### src/rtl/alu_pkg.sv
// alu_pkg: shared ALU definitions for the execute pipe, decoder and reservation station.
// Holds the default operand/tag widths, the opcode width and the opcode encoding.
package alu_pkg;

    localparam int unsigned XLEN_DEFAULT  = 32;
    localparam int unsigned TAG_W_DEFAULT = 3;
    localparam int unsigned OP_W          = 5;

    typedef enum logic [OP_W-1:0] {
        OpAdd  = 5'b00000,
        OpAnd  = 5'b00001,
        OpOr   = 5'b00010,
        OpSll  = 5'b00011,
        OpSrl  = 5'b00100,
        OpSlt  = 5'b00101,
        OpSltu = 5'b00110,
        OpSra  = 5'b00111,
        OpSub  = 5'b01000,
        OpXor  = 5'b01001,
        OpEq   = 5'b01010,
        OpGe   = 5'b01011,
        OpNe   = 5'b01100,
        OpGeu  = 5'b01101,
        OpJalr = 5'b10001,
        OpLt   = 5'b11010,
        OpLtu  = 5'b11011
    } alu_op_e;

endpackage

### src/rtl/alu_pipe_if.sv
// alu_pipe_if: issue and writeback handshake bundle of the ALU pipe.
//   in_*  : issue side (valid/ready, operands, opcode, destination tag, branch flag)
//   out_* : writeback side (valid/ready, result, destination tag, branch flag)
// master: the issuer / writeback consumer. slave: the ALU pipe itself.
interface alu_pipe_if #(
    parameter int unsigned XLEN  = alu_pkg::XLEN_DEFAULT,
    parameter int unsigned TAG_W = alu_pkg::TAG_W_DEFAULT
);
    import alu_pkg::*;

    logic                 in_valid;
    logic                 in_ready;
    logic [XLEN-1:0]      in_a;
    logic [XLEN-1:0]      in_b;
    logic [OP_W-1:0]      in_op;
    logic [TAG_W-1:0]     in_tag;
    logic                 in_is_branch;

    logic                 out_valid;
    logic                 out_ready;
    logic [XLEN-1:0]      out_result;
    logic [TAG_W-1:0]     out_tag;
    logic                 out_is_branch;

    modport master (
        output in_valid, in_a, in_b, in_op, in_tag, in_is_branch, out_ready,
        input  in_ready, out_valid, out_result, out_tag, out_is_branch
    );

    modport slave (
        input  in_valid, in_a, in_b, in_op, in_tag, in_is_branch, out_ready,
        output in_ready, out_valid, out_result, out_tag, out_is_branch
    );

endinterface

### src/rtl/alu_core.sv
// alu_core: purely combinational ALU datapath.
//   a, b   : operands (XLEN bits)
//   op     : opcode in alu_pkg encoding
//   result : XLEN-bit result; unknown opcodes yield zero
import alu_pkg::*;

module alu_core #(
    parameter int unsigned XLEN = XLEN_DEFAULT
) (
    input  logic [XLEN-1:0] a,
    input  logic [XLEN-1:0] b,
    input  logic [OP_W-1:0] op,
    output logic [XLEN-1:0] result
);

    localparam int unsigned ShW = $clog2(XLEN);

    logic [ShW-1:0] shamt;
    logic           lt_s;
    logic           lt_u;
    logic           eq;

    assign shamt = b[ShW-1:0];
    assign lt_s  = $signed(a) < $signed(b);
    assign lt_u  = a < b;
    assign eq    = a == b;

    always_comb begin
        result = '0;
        case (op)
            OpAdd, OpJalr: result = a + b;
            OpSub:         result = a - b;
            OpAnd:         result = a & b;
            OpOr:          result = a | b;
            OpXor:         result = a ^ b;
            OpSll:         result = a << shamt;
            OpSrl:         result = a >> shamt;
            OpSra:         result = $unsigned($signed(a) >>> shamt);
            OpSlt, OpLt:   result = {{(XLEN-1){1'b0}}, lt_s};
            OpSltu, OpLtu: result = {{(XLEN-1){1'b0}}, lt_u};
            OpGe:          result = {{(XLEN-1){1'b0}}, ~lt_s};
            OpGeu:         result = {{(XLEN-1){1'b0}}, ~lt_u};
            OpEq:          result = {{(XLEN-1){1'b0}}, eq};
            OpNe:          result = {{(XLEN-1){1'b0}}, ~eq};
            default:       result = '0;
        endcase
    end

endmodule

### src/rtl/alu_pipe.sv
// alu_pipe: two-stage ALU execute pipe with valid/ready on both sides.
//   clk   : rising-edge clock
//   rst   : synchronous active-high reset (clears valids and output tag/branch)
//   flush : synchronous pipeline kill; drops everything in flight and the same-cycle issue
//   bus   : alu_pipe_if.slave -- issue handshake in, writeback handshake out
// S1 registers the issued operation, alu_core computes between S1 and S2, S2 holds the
// writeback. Latency 2, throughput 1/cycle; two entries of buffering under backpressure.
import alu_pkg::*;

module alu_pipe #(
    parameter int unsigned XLEN  = XLEN_DEFAULT,
    parameter int unsigned TAG_W = TAG_W_DEFAULT
) (
    input  logic        clk,
    input  logic        rst,
    input  logic        flush,
    alu_pipe_if.slave   bus
);

    logic             s1_valid_q, s1_valid_d;
    logic [OP_W-1:0]  s1_op_q, s1_op_d;
    logic [XLEN-1:0]  s1_a_q, s1_a_d;
    logic [XLEN-1:0]  s1_b_q, s1_b_d;
    logic [TAG_W-1:0] s1_tag_q, s1_tag_d;
    logic             s1_br_q, s1_br_d;

    logic             s2_valid_q, s2_valid_d;
    logic [XLEN-1:0]  s2_result_q, s2_result_d;
    logic [TAG_W-1:0] s2_tag_q, s2_tag_d;
    logic             s2_br_q, s2_br_d;

    logic             s1_adv;
    logic             accept;
    logic [XLEN-1:0]  core_result;

    alu_core #(
        .XLEN (XLEN)
    ) u_core (
        .a      (s1_a_q),
        .b      (s1_b_q),
        .op     (s1_op_q),
        .result (core_result)
    );

    // in_ready deliberately ignores flush: flush only masks the accept.
    assign s1_adv       = s1_valid_q && (!s2_valid_q || bus.out_ready);
    assign bus.in_ready = !s1_valid_q || s1_adv;
    assign accept       = bus.in_valid && bus.in_ready && !flush;

    always_comb begin
        s1_valid_d  = accept || (s1_valid_q && !s1_adv);
        s1_op_d     = accept ? bus.in_op        : s1_op_q;
        s1_a_d      = accept ? bus.in_a         : s1_a_q;
        s1_b_d      = accept ? bus.in_b         : s1_b_q;
        s1_tag_d    = accept ? bus.in_tag       : s1_tag_q;
        s1_br_d     = accept ? bus.in_is_branch : s1_br_q;

        s2_valid_d  = s1_adv || (s2_valid_q && !bus.out_ready);
        s2_result_d = s1_adv ? core_result : s2_result_q;
        // Tag and branch flag read as zero whenever the output slot is empty.
        s2_tag_d    = s1_adv ? s1_tag_q : (s2_valid_d ? s2_tag_q : '0);
        s2_br_d     = s1_adv ? s1_br_q  : (s2_valid_d && s2_br_q);
    end

    // Control state: reset wins over flush, flush wins over accept/advance.
    always_ff @(posedge clk) begin
        if (rst) begin
            s1_valid_q <= 1'b0;
            s2_valid_q <= 1'b0;
            s2_tag_q   <= '0;
            s2_br_q    <= 1'b0;
        end else if (flush) begin
            s1_valid_q <= 1'b0;
            s2_valid_q <= 1'b0;
            s2_tag_q   <= '0;
            s2_br_q    <= 1'b0;
        end else begin
            s1_valid_q <= s1_valid_d;
            s2_valid_q <= s2_valid_d;
            s2_tag_q   <= s2_tag_d;
            s2_br_q    <= s2_br_d;
        end
    end

    // Data payload needs no reset; it is only observed behind a valid.
    always_ff @(posedge clk) begin
        s1_op_q     <= s1_op_d;
        s1_a_q      <= s1_a_d;
        s1_b_q      <= s1_b_d;
        s1_tag_q    <= s1_tag_d;
        s1_br_q     <= s1_br_d;
        s2_result_q <= s2_result_d;
    end

    assign bus.out_valid     = s2_valid_q;
    assign bus.out_result    = s2_result_q;
    assign bus.out_tag       = s2_tag_q;
    assign bus.out_is_branch = s2_br_q;

endmodule

### src/flat_wrapper.sv
// flat-port wrapper written by rule: the top's interface ports become plain ports
module alu_pipe_flat 
#(
    parameter int unsigned XLEN  = XLEN_DEFAULT,
    parameter int unsigned TAG_W = TAG_W_DEFAULT
)
  (clk, rst, flush, bus_in_valid, bus_in_a, bus_in_b, bus_in_op, bus_in_tag, bus_in_is_branch, bus_out_ready, bus_in_ready, bus_out_valid, bus_out_result, bus_out_tag, bus_out_is_branch);
  alu_pipe_if #(.XLEN(XLEN), .TAG_W(TAG_W)) bus_i ();
  input  logic clk;
  input  logic rst;
  input  logic flush;
  input wire logic [$bits(bus_i.in_valid)-1:0] bus_in_valid;
  input wire logic [$bits(bus_i.in_a)-1:0] bus_in_a;
  input wire logic [$bits(bus_i.in_b)-1:0] bus_in_b;
  input wire logic [$bits(bus_i.in_op)-1:0] bus_in_op;
  input wire logic [$bits(bus_i.in_tag)-1:0] bus_in_tag;
  input wire logic [$bits(bus_i.in_is_branch)-1:0] bus_in_is_branch;
  input wire logic [$bits(bus_i.out_ready)-1:0] bus_out_ready;
  output wire logic [$bits(bus_i.in_ready)-1:0] bus_in_ready;
  output wire logic [$bits(bus_i.out_valid)-1:0] bus_out_valid;
  output wire logic [$bits(bus_i.out_result)-1:0] bus_out_result;
  output wire logic [$bits(bus_i.out_tag)-1:0] bus_out_tag;
  output wire logic [$bits(bus_i.out_is_branch)-1:0] bus_out_is_branch;
  assign bus_i.in_valid = bus_in_valid;
  assign bus_i.in_a = bus_in_a;
  assign bus_i.in_b = bus_in_b;
  assign bus_i.in_op = bus_in_op;
  assign bus_i.in_tag = bus_in_tag;
  assign bus_i.in_is_branch = bus_in_is_branch;
  assign bus_i.out_ready = bus_out_ready;
  assign bus_in_ready = bus_i.in_ready;
  assign bus_out_valid = bus_i.out_valid;
  assign bus_out_result = bus_i.out_result;
  assign bus_out_tag = bus_i.out_tag;
  assign bus_out_is_branch = bus_i.out_is_branch;
  alu_pipe #(.XLEN(XLEN), .TAG_W(TAG_W)) u_core (.clk(clk), .rst(rst), .flush(flush), .bus(bus_i));
endmodule
### config.mk
export PLATFORM = sky130hd
export DESIGN_NAME = alu_pipe_flat
export DESIGN_NICKNAME = d
export VERILOG_FILES = /design/src/rtl/alu_pkg.sv /design/src/rtl/alu_pipe_if.sv /design/src/rtl/alu_core.sv /design/src/rtl/alu_pipe.sv /design/src/flat_wrapper.sv
export SDC_FILE = /design/constraint.sdc
export NUM_CORES = 1
export LEC_CHECK = 0
export ABC_AREA = 1
export BUFFER_PORTS_ARGS = -buffer_cell sky130_fd_sc_hd__buf_4
export CAP_MARGIN = 25
export CORE_MARGIN = 5
export CORE_UTILIZATION = 30
export DETAILED_ROUTE_END_ITERATION = 6
export PLACE_DENSITY_LB_ADDON = 0.2
export SYNTH_ARGS = -nofsm -noshare
export SYNTH_HDL_FRONTEND = slang
export SYNTH_SLANG_ARGS = --single-unit
### constraint.sdc
create_clock -name clk -period 2.7 [get_ports clk]
set_clock_uncertainty 0.2 [all_clocks]
set_input_delay 0.405 -clock clk [delete_from_list [all_inputs] [get_ports clk]]
set_output_delay 0.405 -clock clk [all_outputs]
set_load 0.01 [all_outputs]
==> report_table.html, run 1 <==
<table>
<tr><th>Metric</th><th>Value</th></tr>
<tr><th colspan="2">Status</th></tr>
<tr><td>Result of the run</td><td>complete, but fails checks</td></tr>
<tr><td>Violations in the final reports</td><td>DRC, setup timing</td></tr>
<tr><th colspan="2">Place</th></tr>
<tr><td>Last weighted congestion value of the routability-driven placer</td><td>between 1 and 1.5</td></tr>
<tr><td>Post-placement worst setup slack</td><td>-0.0730 ns</td></tr>
<tr><td># port buffers</td><td>about 120</td></tr>
<tr><td>Sum of net half-perimeters after detailed placement</td><td>54900 microns</td></tr>
<tr><td>Cell area reported after detailed placement</td><td>0.0165 sq mm</td></tr>
<tr><th colspan="2">Worst setup path</th></tr>
<tr><td>Maximum fanout count along the critical path</td><td>6</td></tr>
<tr><td>Worst Setup SP</td><td>u_core.s1_a_q[19]</td></tr>
<tr><td>Critical path launch point type</td><td>flop</td></tr>
<tr><td>Number of buffers and inverters on the critical path</td><td>4</td></tr>
<tr><td>Critical path cell sequence</td><td>inv_1 -&gt; ha_2 -&gt; buf_4 -&gt; nand2_1 -&gt; inv_1 -&gt; nand2_1 -&gt; nor2_1 -&gt; nand3b_1 -&gt; nand3_1 -&gt; nand2_1 -&gt; nand3_1 -&gt; nand2_1 -&gt; inv_1 -&gt; nand3_1</td></tr>
<tr><td>Largest incremental delay on the critical path</td><td>approximately 0.44 ns</td></tr>
<tr><td>Delay-heaviest family, CP</td><td>simple AND/OR/NAND/NOR gates</td></tr>
<tr><td>Critical path's most frequent cell</td><td>nand2_1</td></tr>
<tr><td>Data required time of the worst path</td><td>2.63 ns</td></tr>
<tr><td>Endpoint type of the worst setup path</td><td>flop</td></tr>
<tr><td>Category of the most critical setup path</td><td>reg2reg</td></tr>
<tr><td>Slowest stage cell, crit path</td><td>edfxtp_1</td></tr>
<tr><td>Beginning of the worst register-to-register path</td><td>u_core.s1_a_q[19]</td></tr>
<tr><td>WP data arrival</td><td>between 2 and 3 ns</td></tr>
<tr><th colspan="2">Finish</th></tr>
<tr><td>Sequential cell area</td><td>roughly 0.0033 sq mm</td></tr>
<tr><td>Area of combinational cells with multiple inputs</td><td>between 0.009 and 0.01 sq mm</td></tr>
<tr><td>Final net count</td><td>2721</td></tr>
<tr><td>Count of filler cells inserted in the layout</td><td>4772</td></tr>
<tr><td>P&amp;R area growth vs syn</td><td>34.3%</td></tr>
<tr><td>Design Area, Final</td><td>~0.018 sq mm</td></tr>
<tr><td>Total inserted antenna cells</td><td>0</td></tr>
<tr><td>Layout Utilization</td><td>0.407</td></tr>
<tr><td>Fraction of final layout cells with drive strength greater than 1</td><td>0.204</td></tr>
<tr><th colspan="2">Logic synthesis</th></tr>
<tr><td>Adder-cell share of the synthesized area</td><td>0.0992</td></tr>
<tr><td>Instance count of the mapped netlist</td><td>approximately 2200</td></tr>
<tr><td>Compound-gate portion of the synthesized area</td><td>0.102</td></tr>
<tr><td>Fraction of the mapped netlist area in simple logic gates</td><td>0.442</td></tr>
<tr><td>Synth Register Bits</td><td>approximately 110</td></tr>
<tr><td>Synthesized-area fraction occupied by xor and xnor cells</td><td>0.000654</td></tr>
<tr><td>Synthesized area per cell</td><td>slightly above 6 sq um</td></tr>
<tr><td>Synth async-reset ratio</td><td>0</td></tr>
<tr><td>Main area contributors after synthesis</td><td>edfxtp_1, nand2_1, nand3_1</td></tr>
<tr><td>Leading area contributor after synthesis</td><td>edfxtp_1</td></tr>
<tr><td>Top-area cell type share of the netlist area</td><td>0.235</td></tr>
<tr><td>Yosys cell types</td><td>48</td></tr>
<tr><td>Warnings from Yosys</td><td>0</td></tr>
<tr><td>Synthesized area</td><td>0.0134 sq mm</td></tr>
<tr><td>Mux contribution to synthesized area</td><td>0</td></tr>
<tr><td>Dominant combinational cell family by area after synthesis</td><td>simple AND/OR/NAND/NOR gates</td></tr>
<tr><td>Primary FF master, synth</td><td>edfxtp_1</td></tr>
<tr><td>Top cells by instance count after synthesis</td><td>nand2_1, nand3_1, inv_1, nor2_1, edfxtp_1</td></tr>
<tr><td>Most frequently used cell type in the post-synthesis netlist</td><td>nand2_1</td></tr>
<tr><td>Synth Net Count</td><td>about 2400</td></tr>
<tr><td>Number of enable flip-flop cells after synthesis</td><td>around 110</td></tr>
<tr><td>Proportion of synthesized chip area in sequential cells</td><td>0.244</td></tr>
<tr><th colspan="2">Floorplan</th></tr>
<tr><td>Effective utilization at floorplan</td><td>0.303</td></tr>
<tr><td>Die width</td><td>about 220 microns</td></tr>
<tr><td>Number of top-level pins</td><td>116</td></tr>
<tr><td>Area inside the core boundary</td><td>between 0.04 and 0.05 sq mm</td></tr>
<tr><td>Die area</td><td>0.0490 sq mm</td></tr>
<tr><td>Std cell rows</td><td>between 70 and 80</td></tr>
<tr><td>Y dimension of the die</td><td>~220 microns</td></tr>
<tr><th colspan="2">Timing</th></tr>
<tr><td>Unrepaired setup endpoints after global routing</td><td>true</td></tr>
<tr><td>Final clock period utilization by the worst path</td><td>1.00</td></tr>
<tr><td>Peak clock frequency supported by timing</td><td>0.369 GHz</td></tr>
<tr><td>Min cycle time layout</td><td>~2.7 ns</td></tr>
<tr><td>Final number of max-transition violations</td><td>0</td></tr>
<tr><td>Slack of the critical path</td><td>-0.00846 ns</td></tr>
<tr><td>Final hold violation count</td><td>0</td></tr>
<tr><td>Slew at the pin closest to its max-slew limit</td><td>0.875 ns</td></tr>
<tr><td>Minimum hold slack</td><td>approximately 0.13 ns</td></tr>
<tr><td>Setup violators final</td><td>1</td></tr>
<tr><td>Slew margin rel.</td><td>0.414</td></tr>
<tr><th colspan="2">GRT</th></tr>
<tr><td>Global-route wire length before repair</td><td>98900 microns</td></tr>
<tr><td>Number of antenna violations at the first check in global routing</td><td>0</td></tr>
<tr><td>Pin count of the biggest net entering global routing</td><td>69</td></tr>
<tr><td>GRT Resource Usage Total</td><td>0.266</td></tr>
<tr><td>GR Overflow Total</td><td>0</td></tr>
<tr><td>Vias in the first global route</td><td>between 15000 and 20000</td></tr>
<tr><th colspan="2">Drt</th></tr>
<tr><td>Post-detailed-routing wire length</td><td>~68000 microns</td></tr>
<tr><td>Residual DRC</td><td>15</td></tr>
<tr><td>1st-iter DRT viols</td><td>approximately 1700</td></tr>
<tr><td>Total number of vias</td><td>around 16000</td></tr>
<tr><td>Average via count per standard cell</td><td>5.19</td></tr>
<tr><td>Drt wl/cell</td><td>about 22 microns</td></tr>
<tr><td>Detailed Routing Iterations Pass 1</td><td>7</td></tr>
<tr><td>Antenna-violating nets left</td><td>0</td></tr>
<tr><th colspan="2">CTS</th></tr>
<tr><td>Worst skew pair latency</td><td>0.42 ns</td></tr>
<tr><td>Clock buffer depth</td><td>2</td></tr>
<tr><td>Number of sinks on the clock net</td><td>111</td></tr>
<tr><td>Total clock buffers created by CTS</td><td>9</td></tr>
<tr><td>Post-CTS clock slew at the launch and capture registers of the worst setup and hold paths</td><td>0.10 ns</td></tr>
<tr><td>CTS tree</td><td>done</td></tr>
<tr><td>Number of levels in the clock H-tree</td><td>3</td></tr>
<tr><td>Cell at the root of the clock tree</td><td>clkbuf_16</td></tr>
<tr><th colspan="2">Power and ir drop</th></tr>
<tr><td>Leak Pwr</td><td>between 0.008 and 0.009 uW</td></tr>
<tr><td>P per Cell Area</td><td>around 310 mW/mm^2</td></tr>
<tr><td>Worst IR drop on VDD</td><td>approximately 270 uV</td></tr>
<tr><th colspan="2">Job</th></tr>
<tr><td>Maximum Capacitance Violations</td><td>0</td></tr>
<tr><th colspan="2">Worst hold path</th></tr>
<tr><td>Worst hold path type</td><td>in2reg</td></tr>
<tr><td>Hold wc startpoint</td><td>rst</td></tr>
</table>
==> repair_timing <==
action | in CTS | in global routing
gates resized for setup | 7 | 117
gates cloned | 0 | 1
hold buffers | 73 | 0
hold endpoints to repair | 73 | 0
setup buffers | 0 | 6
setup endpoints to repair | 7 | 30
pin swaps | 1 | 10
==> cell families after synthesis <==
family,count (synthesis)
buffers and inverters,364
and+or+nand+nor,1360
xor gates and xnor gates,1
DFF,111
AOI/OAI and AO/OA,247
adders and majority gates,105
==> final timing paths <==
path | endpoint | slack (ns) | cells past startpoint
max reg2reg | u_core.bus.out_result[20] | -0.008 | 14
min | u_core.bus.out_is_branch | 0.13 | 3
max | u_core.bus.out_result[20] | -0.008 | 14
min reg2reg | u_core.bus.out_is_branch | 0.27 | 2
==> routing by layer <==
| metal | track usage | vias to the layer above | routed length (microns) |
|---|---|---|---|
| met1 | 0.372 | 7599 | 30000 |
| li1 | - | 7894 | - |
| met4 | 0.0874 | 0 | 2500 |
| met2 | 0.432 | 686 | 31000 |
| met5 | 0 | - | 0 |
| met3 | 0.0280 | 83 | 4530 |
==> power by group <==
part	internal (uW)	leakage (uW)	switching, uW	total [uW]
Clock	678	0.000154	851	1530
Combinational	795	0.00769	1270	2070
Sequential	1950	0.00103	38.5	1990
Total	3430	0.00888	2160	5590
==> per-stage QoR <==
stage	power (uW)	setup TNS (ns)	cells
after floorplan	3030	0	2188
after global placement	3890	-0.144	3039
after detailed placement	3890	-0.184	3039
after CTS	5550	0	3128
after global routing	5870	-0.441	3135
final	5590	-0.00846	3135
==> registers in the layout, indices dropped and copies added, names as in the netlist <==
name / cells
u_core.s1_b_q: 32
u_core.s1_a_q: 32
u_core.s1_op_q: 5
u_core.bus.out_valid: 1
u_core.s1_tag_q: 3
u_core.bus.out_result: 32
u_core.s1_valid_q: 1
u_core.s1_br_q: 1
u_core.bus.out_tag: 3
u_core.bus.out_is_branch: 1
==> cell usage in the layout (no fill, tap or decap), types with 59 or more instances in the layout <==
| cell | n |
|---|---|
| nand2_1 | 652 |
| nand3_1 | 401 |
| buf_4 | 344 |
| inv_1 | 249 |
| nor2_1 | 146 |
| edfxtp_1 | 105 |
| a21oi_1 | 88 |
| ha_1 | 86 |
| dlygate4sd3_1 | 73 |
| o21ai_0 | 59 |
==> final cells by class <==
type,instances,share of cell area
clock buffers,9,0.0125
flip-flops and latches,111,0.182
clock inverters,7,0.00522
inverters,270,0.0570
repair buffers,433,0.201
well taps,592,0.0412
multi-input cells,1713,0.501
==> worst min-delay path: cells and delay by family <==
| kind | cells | cell delay, ns |
|---|---|---|
| and+or+nand+nor | 1 | 0.17 |
| buffers and inverters | 1 | 0.07 |
| AOI/OAI and AO/OA | 1 | 0.05 |
(Power assumes the default switching activity.)
==> inputs of run 2 (changes only) <==
- RECOVER_POWER: default -> 100
- REMOVE_ABC_BUFFERS: default -> 1
- clock period: 2.7 -> 2.47 ns (I/O delays scaled with it)
==> run 2 against run 1 <==
The flow finishes with violations (setup timing). Clock power is 12% higher. Via count rose by 9.4%. Final area is 18% higher. Largest power group unchanged. Largest cell class unchanged.
==> report_table.html, run 2 (synthesized netlist as in run 1, its figures left out) <==
<table>
<tr><th>Metric</th><th>Value</th></tr>
<tr><th colspan="2">Finish</th></tr>
<tr><td>Final net count</td><td>roughly 3000</td></tr>
<tr><td>Total inserted antenna cells</td><td>0</td></tr>
<tr><td>Fraction of final layout cells with drive strength greater than 1</td><td>0.359</td></tr>
<tr><td>Commonest non-fill, non-tap cell in the layout</td><td>nand2_1</td></tr>
<tr><td>P&amp;R area growth vs syn</td><td>58.7%</td></tr>
<tr><td>Leading cell types in the layout, fill and taps excluded</td><td>nand2_1, buf_4, nand3_1</td></tr>
<tr><td>Layout Utilization</td><td>0.481</td></tr>
<tr><td>Design Area, Final</td><td>between 0.02 and 0.025 sq mm</td></tr>
<tr><th colspan="2">Power and ir drop</th></tr>
<tr><td>Worst IR drop on VDD</td><td>262 uV</td></tr>
<tr><td>P per Cell Area</td><td>approximately 320 mW/mm^2</td></tr>
<tr><td>Leak Pwr</td><td>0.0103 uW</td></tr>
<tr><td>Total power</td><td>between 6000 and 7000 uW</td></tr>
<tr><th colspan="2">Floorplan</th></tr>
<tr><td>Effective utilization at floorplan</td><td>0.303</td></tr>
<tr><td>Y dimension of the die</td><td>approximately 220 microns</td></tr>
<tr><td>Die area</td><td>roughly 0.05 sq mm</td></tr>
<tr><td>Std cell rows</td><td>77</td></tr>
<tr><td>Number of top-level pins</td><td>around 120</td></tr>
<tr><td>Die width</td><td>221 microns</td></tr>
<tr><td>Area inside the core boundary</td><td>0.0442 sq mm</td></tr>
<tr><th colspan="2">Job</th></tr>
<tr><td>Maximum Capacitance Violations</td><td>0</td></tr>
<tr><th colspan="2">CTS</th></tr>
<tr><td>Worst skew pair latency</td><td>~0.42 ns</td></tr>
<tr><td>Number of levels in the clock H-tree</td><td>3</td></tr>
<tr><td>Total clock buffers created by CTS</td><td>9</td></tr>
<tr><td>Post-CTS clock slew at the launch and capture registers of the worst setup and hold paths</td><td>~0.09 ns</td></tr>
<tr><td>Number of sinks on the clock net</td><td>between 100 and 150</td></tr>
<tr><td>CTS tree</td><td>done</td></tr>
<tr><td>Cell at the root of the clock tree</td><td>clkbuf_16</td></tr>
<tr><td>Clock buffer depth</td><td>2</td></tr>
<tr><th colspan="2">Worst setup path</th></tr>
<tr><td>Critical path launch point type</td><td>flop</td></tr>
<tr><td>WP data arrival</td><td>between 2 and 3 ns</td></tr>
<tr><td>Slowest stage cell, crit path</td><td>edfxtp_1</td></tr>
<tr><td>Endpoint type of the worst setup path</td><td>flop</td></tr>
<tr><td>Critical path cell sequence</td><td>buf_6 -&gt; ha_4 -&gt; fa_2 -&gt; nand2_2 -&gt; nand2_2 -&gt; and2_4 -&gt; buf_6 -&gt; nand3b_1 -&gt; buf_4 -&gt; nand4_1 -&gt; nand3_2 -&gt; nand2_1 -&gt; inv_1 -&gt; nand3_1</td></tr>
<tr><td>Category of the most critical setup path</td><td>reg2reg</td></tr>
<tr><td>Largest incremental delay on the critical path</td><td>about 0.43 ns</td></tr>
<tr><td>Maximum fanout count along the critical path</td><td>3</td></tr>
<tr><td>Data required time of the worst path</td><td>roughly 2.4 ns</td></tr>
<tr><th colspan="2">GRT</th></tr>
<tr><td>GR Overflow Total</td><td>0</td></tr>
<tr><td>Vias in the first global route</td><td>between 15000 and 20000</td></tr>
<tr><td>Global-route wire length before repair</td><td>roughly 110000 microns</td></tr>
<tr><td>Number of antenna violations at the first check in global routing</td><td>4</td></tr>
<tr><td>GRT Resource Usage Total</td><td>0.300</td></tr>
<tr><td>Pin count of the biggest net entering global routing</td><td>74</td></tr>
<tr><th colspan="2">Drt</th></tr>
<tr><td>Antenna-violating nets left</td><td>0</td></tr>
<tr><td>Post-detailed-routing wire length</td><td>a little under 80000 microns</td></tr>
<tr><td>Total number of vias</td><td>around 18000</td></tr>
<tr><td>Detailed Routing Iterations Pass 1</td><td>6</td></tr>
<tr><td>Drt wl/cell</td><td>22.7 microns</td></tr>
<tr><td>Residual DRC</td><td>0</td></tr>
<tr><td>1st-iter DRT viols</td><td>between 1500 and 2000</td></tr>
<tr><td>Average via count per standard cell</td><td>approximately 5.2</td></tr>
<tr><th colspan="2">Timing</th></tr>
<tr><td>Slack of the critical path</td><td>-0.197 ns</td></tr>
<tr><td>Slew margin rel.</td><td>0.176</td></tr>
<tr><td>Final clock period utilization by the worst path</td><td>1.08</td></tr>
<tr><td>Final hold violation count</td><td>0</td></tr>
<tr><td>Setup TNS Final</td><td>-2.91 ns</td></tr>
<tr><td>Unrepaired setup endpoints after global routing</td><td>true</td></tr>
<tr><td>Slew at the pin closest to its max-slew limit</td><td>1.24 ns</td></tr>
<tr><td>Minimum hold slack</td><td>0.0901 ns</td></tr>
<tr><td>Setup violators final</td><td>30</td></tr>
<tr><td>Min cycle time layout</td><td>roughly 2.7 ns</td></tr>
<tr><td>Peak clock frequency supported by timing</td><td>roughly 0.37 GHz</td></tr>
<tr><td>Final number of max-transition violations</td><td>0</td></tr>
<tr><th colspan="2">Status</th></tr>
<tr><td>Violations in the final reports</td><td>setup timing</td></tr>
<tr><td>Result of the run</td><td>complete, but fails checks</td></tr>
<tr><th colspan="2">Place</th></tr>
<tr><td>Sum of net half-perimeters after detailed placement</td><td>62100 microns</td></tr>
<tr><td>Cell area reported after detailed placement</td><td>about 0.018 sq mm</td></tr>
<tr><td># port buffers</td><td>~120</td></tr>
<tr><td>Last weighted congestion value of the routability-driven placer</td><td>1.00</td></tr>
<tr><th colspan="2">Worst hold path</th></tr>
<tr><td>Worst hold path type</td><td>in2reg</td></tr>
</table>
run 2: worst max-delay path: cells and delay by family, from the launching register on:
kind | cells | cell delay [ns]
adders and majority gates | 2 | 0.56
buffers and inverters | 4 | 0.46
DFF | 1 | 0.43
and+or+nand+nor | 8 | 0.76
run 2: area by class of cell:
type / instances / area (sq um)
Timing Repair Buffer: 697 / 5550
Sequential cell: 111 / 3270
Multi-Input combinational cell: 1713 / 10300
Fill cell: 4642 / 23000
Tap cell: 592 / 741
Clock buffer: 10 / 229
Inverter: 270 / 1030
Clock inverter: 6 / 76.3
run 2: path summary, 6_finish.rpt:
check                         endpoint  depth (start not counted)  slack (ns)                   from
min reg2reg      u_core.bus.out_tag[1]                          2        0.27  u_core.bus.out_tag[1]
min                  u_core.s1_valid_q                          3        0.09                    rst
max          u_core.bus.out_result[20]                         14       -0.20       u_core.s1_a_q[0]
max reg2reg  u_core.bus.out_result[20]                         14       -0.20       u_core.s1_a_q[0]
run 2: report_power, final:
part | internal (uW) | total [uW] | switching [uW]
Combinational | 1230 | 2890 | 1660
Sequential | 2140 | 2190 | 53.1
Clock | 809 | 1710 | 899
Total | 4170 | 6790 | 2610
run 2: routing by layer:
layer	vias to the layer above	share of wire	global-route usage
li1	8431	-	-
met1	8582	0.44	0.414
met2	654	0.46	0.496
met3	119	0.063	0.0419
met4	8	0.033	0.0810
met5	-	0.00084	0
run 2: repair_timing:
action	in CTS	in global routing
cloned	0	3
setup endpoints to repair	31	32
hold endpoints to repair	70	1
setup buffers	21	15
gates resized for setup	314	195
pin swaps	53	58
hold buffers	70	1
run 2: through the flow:
| step | setup WS, ns | cells |
|---|---|---|
| finish | -0.197 | 3399 |
| global route | -0.267 | 3399 |
| CTS | -0.0959 | 3381 |
| detailed placement | -0.579 | 3274 |
| global placement | -0.827 | 3273 |
| floorplan | -2.56 | 2094 |
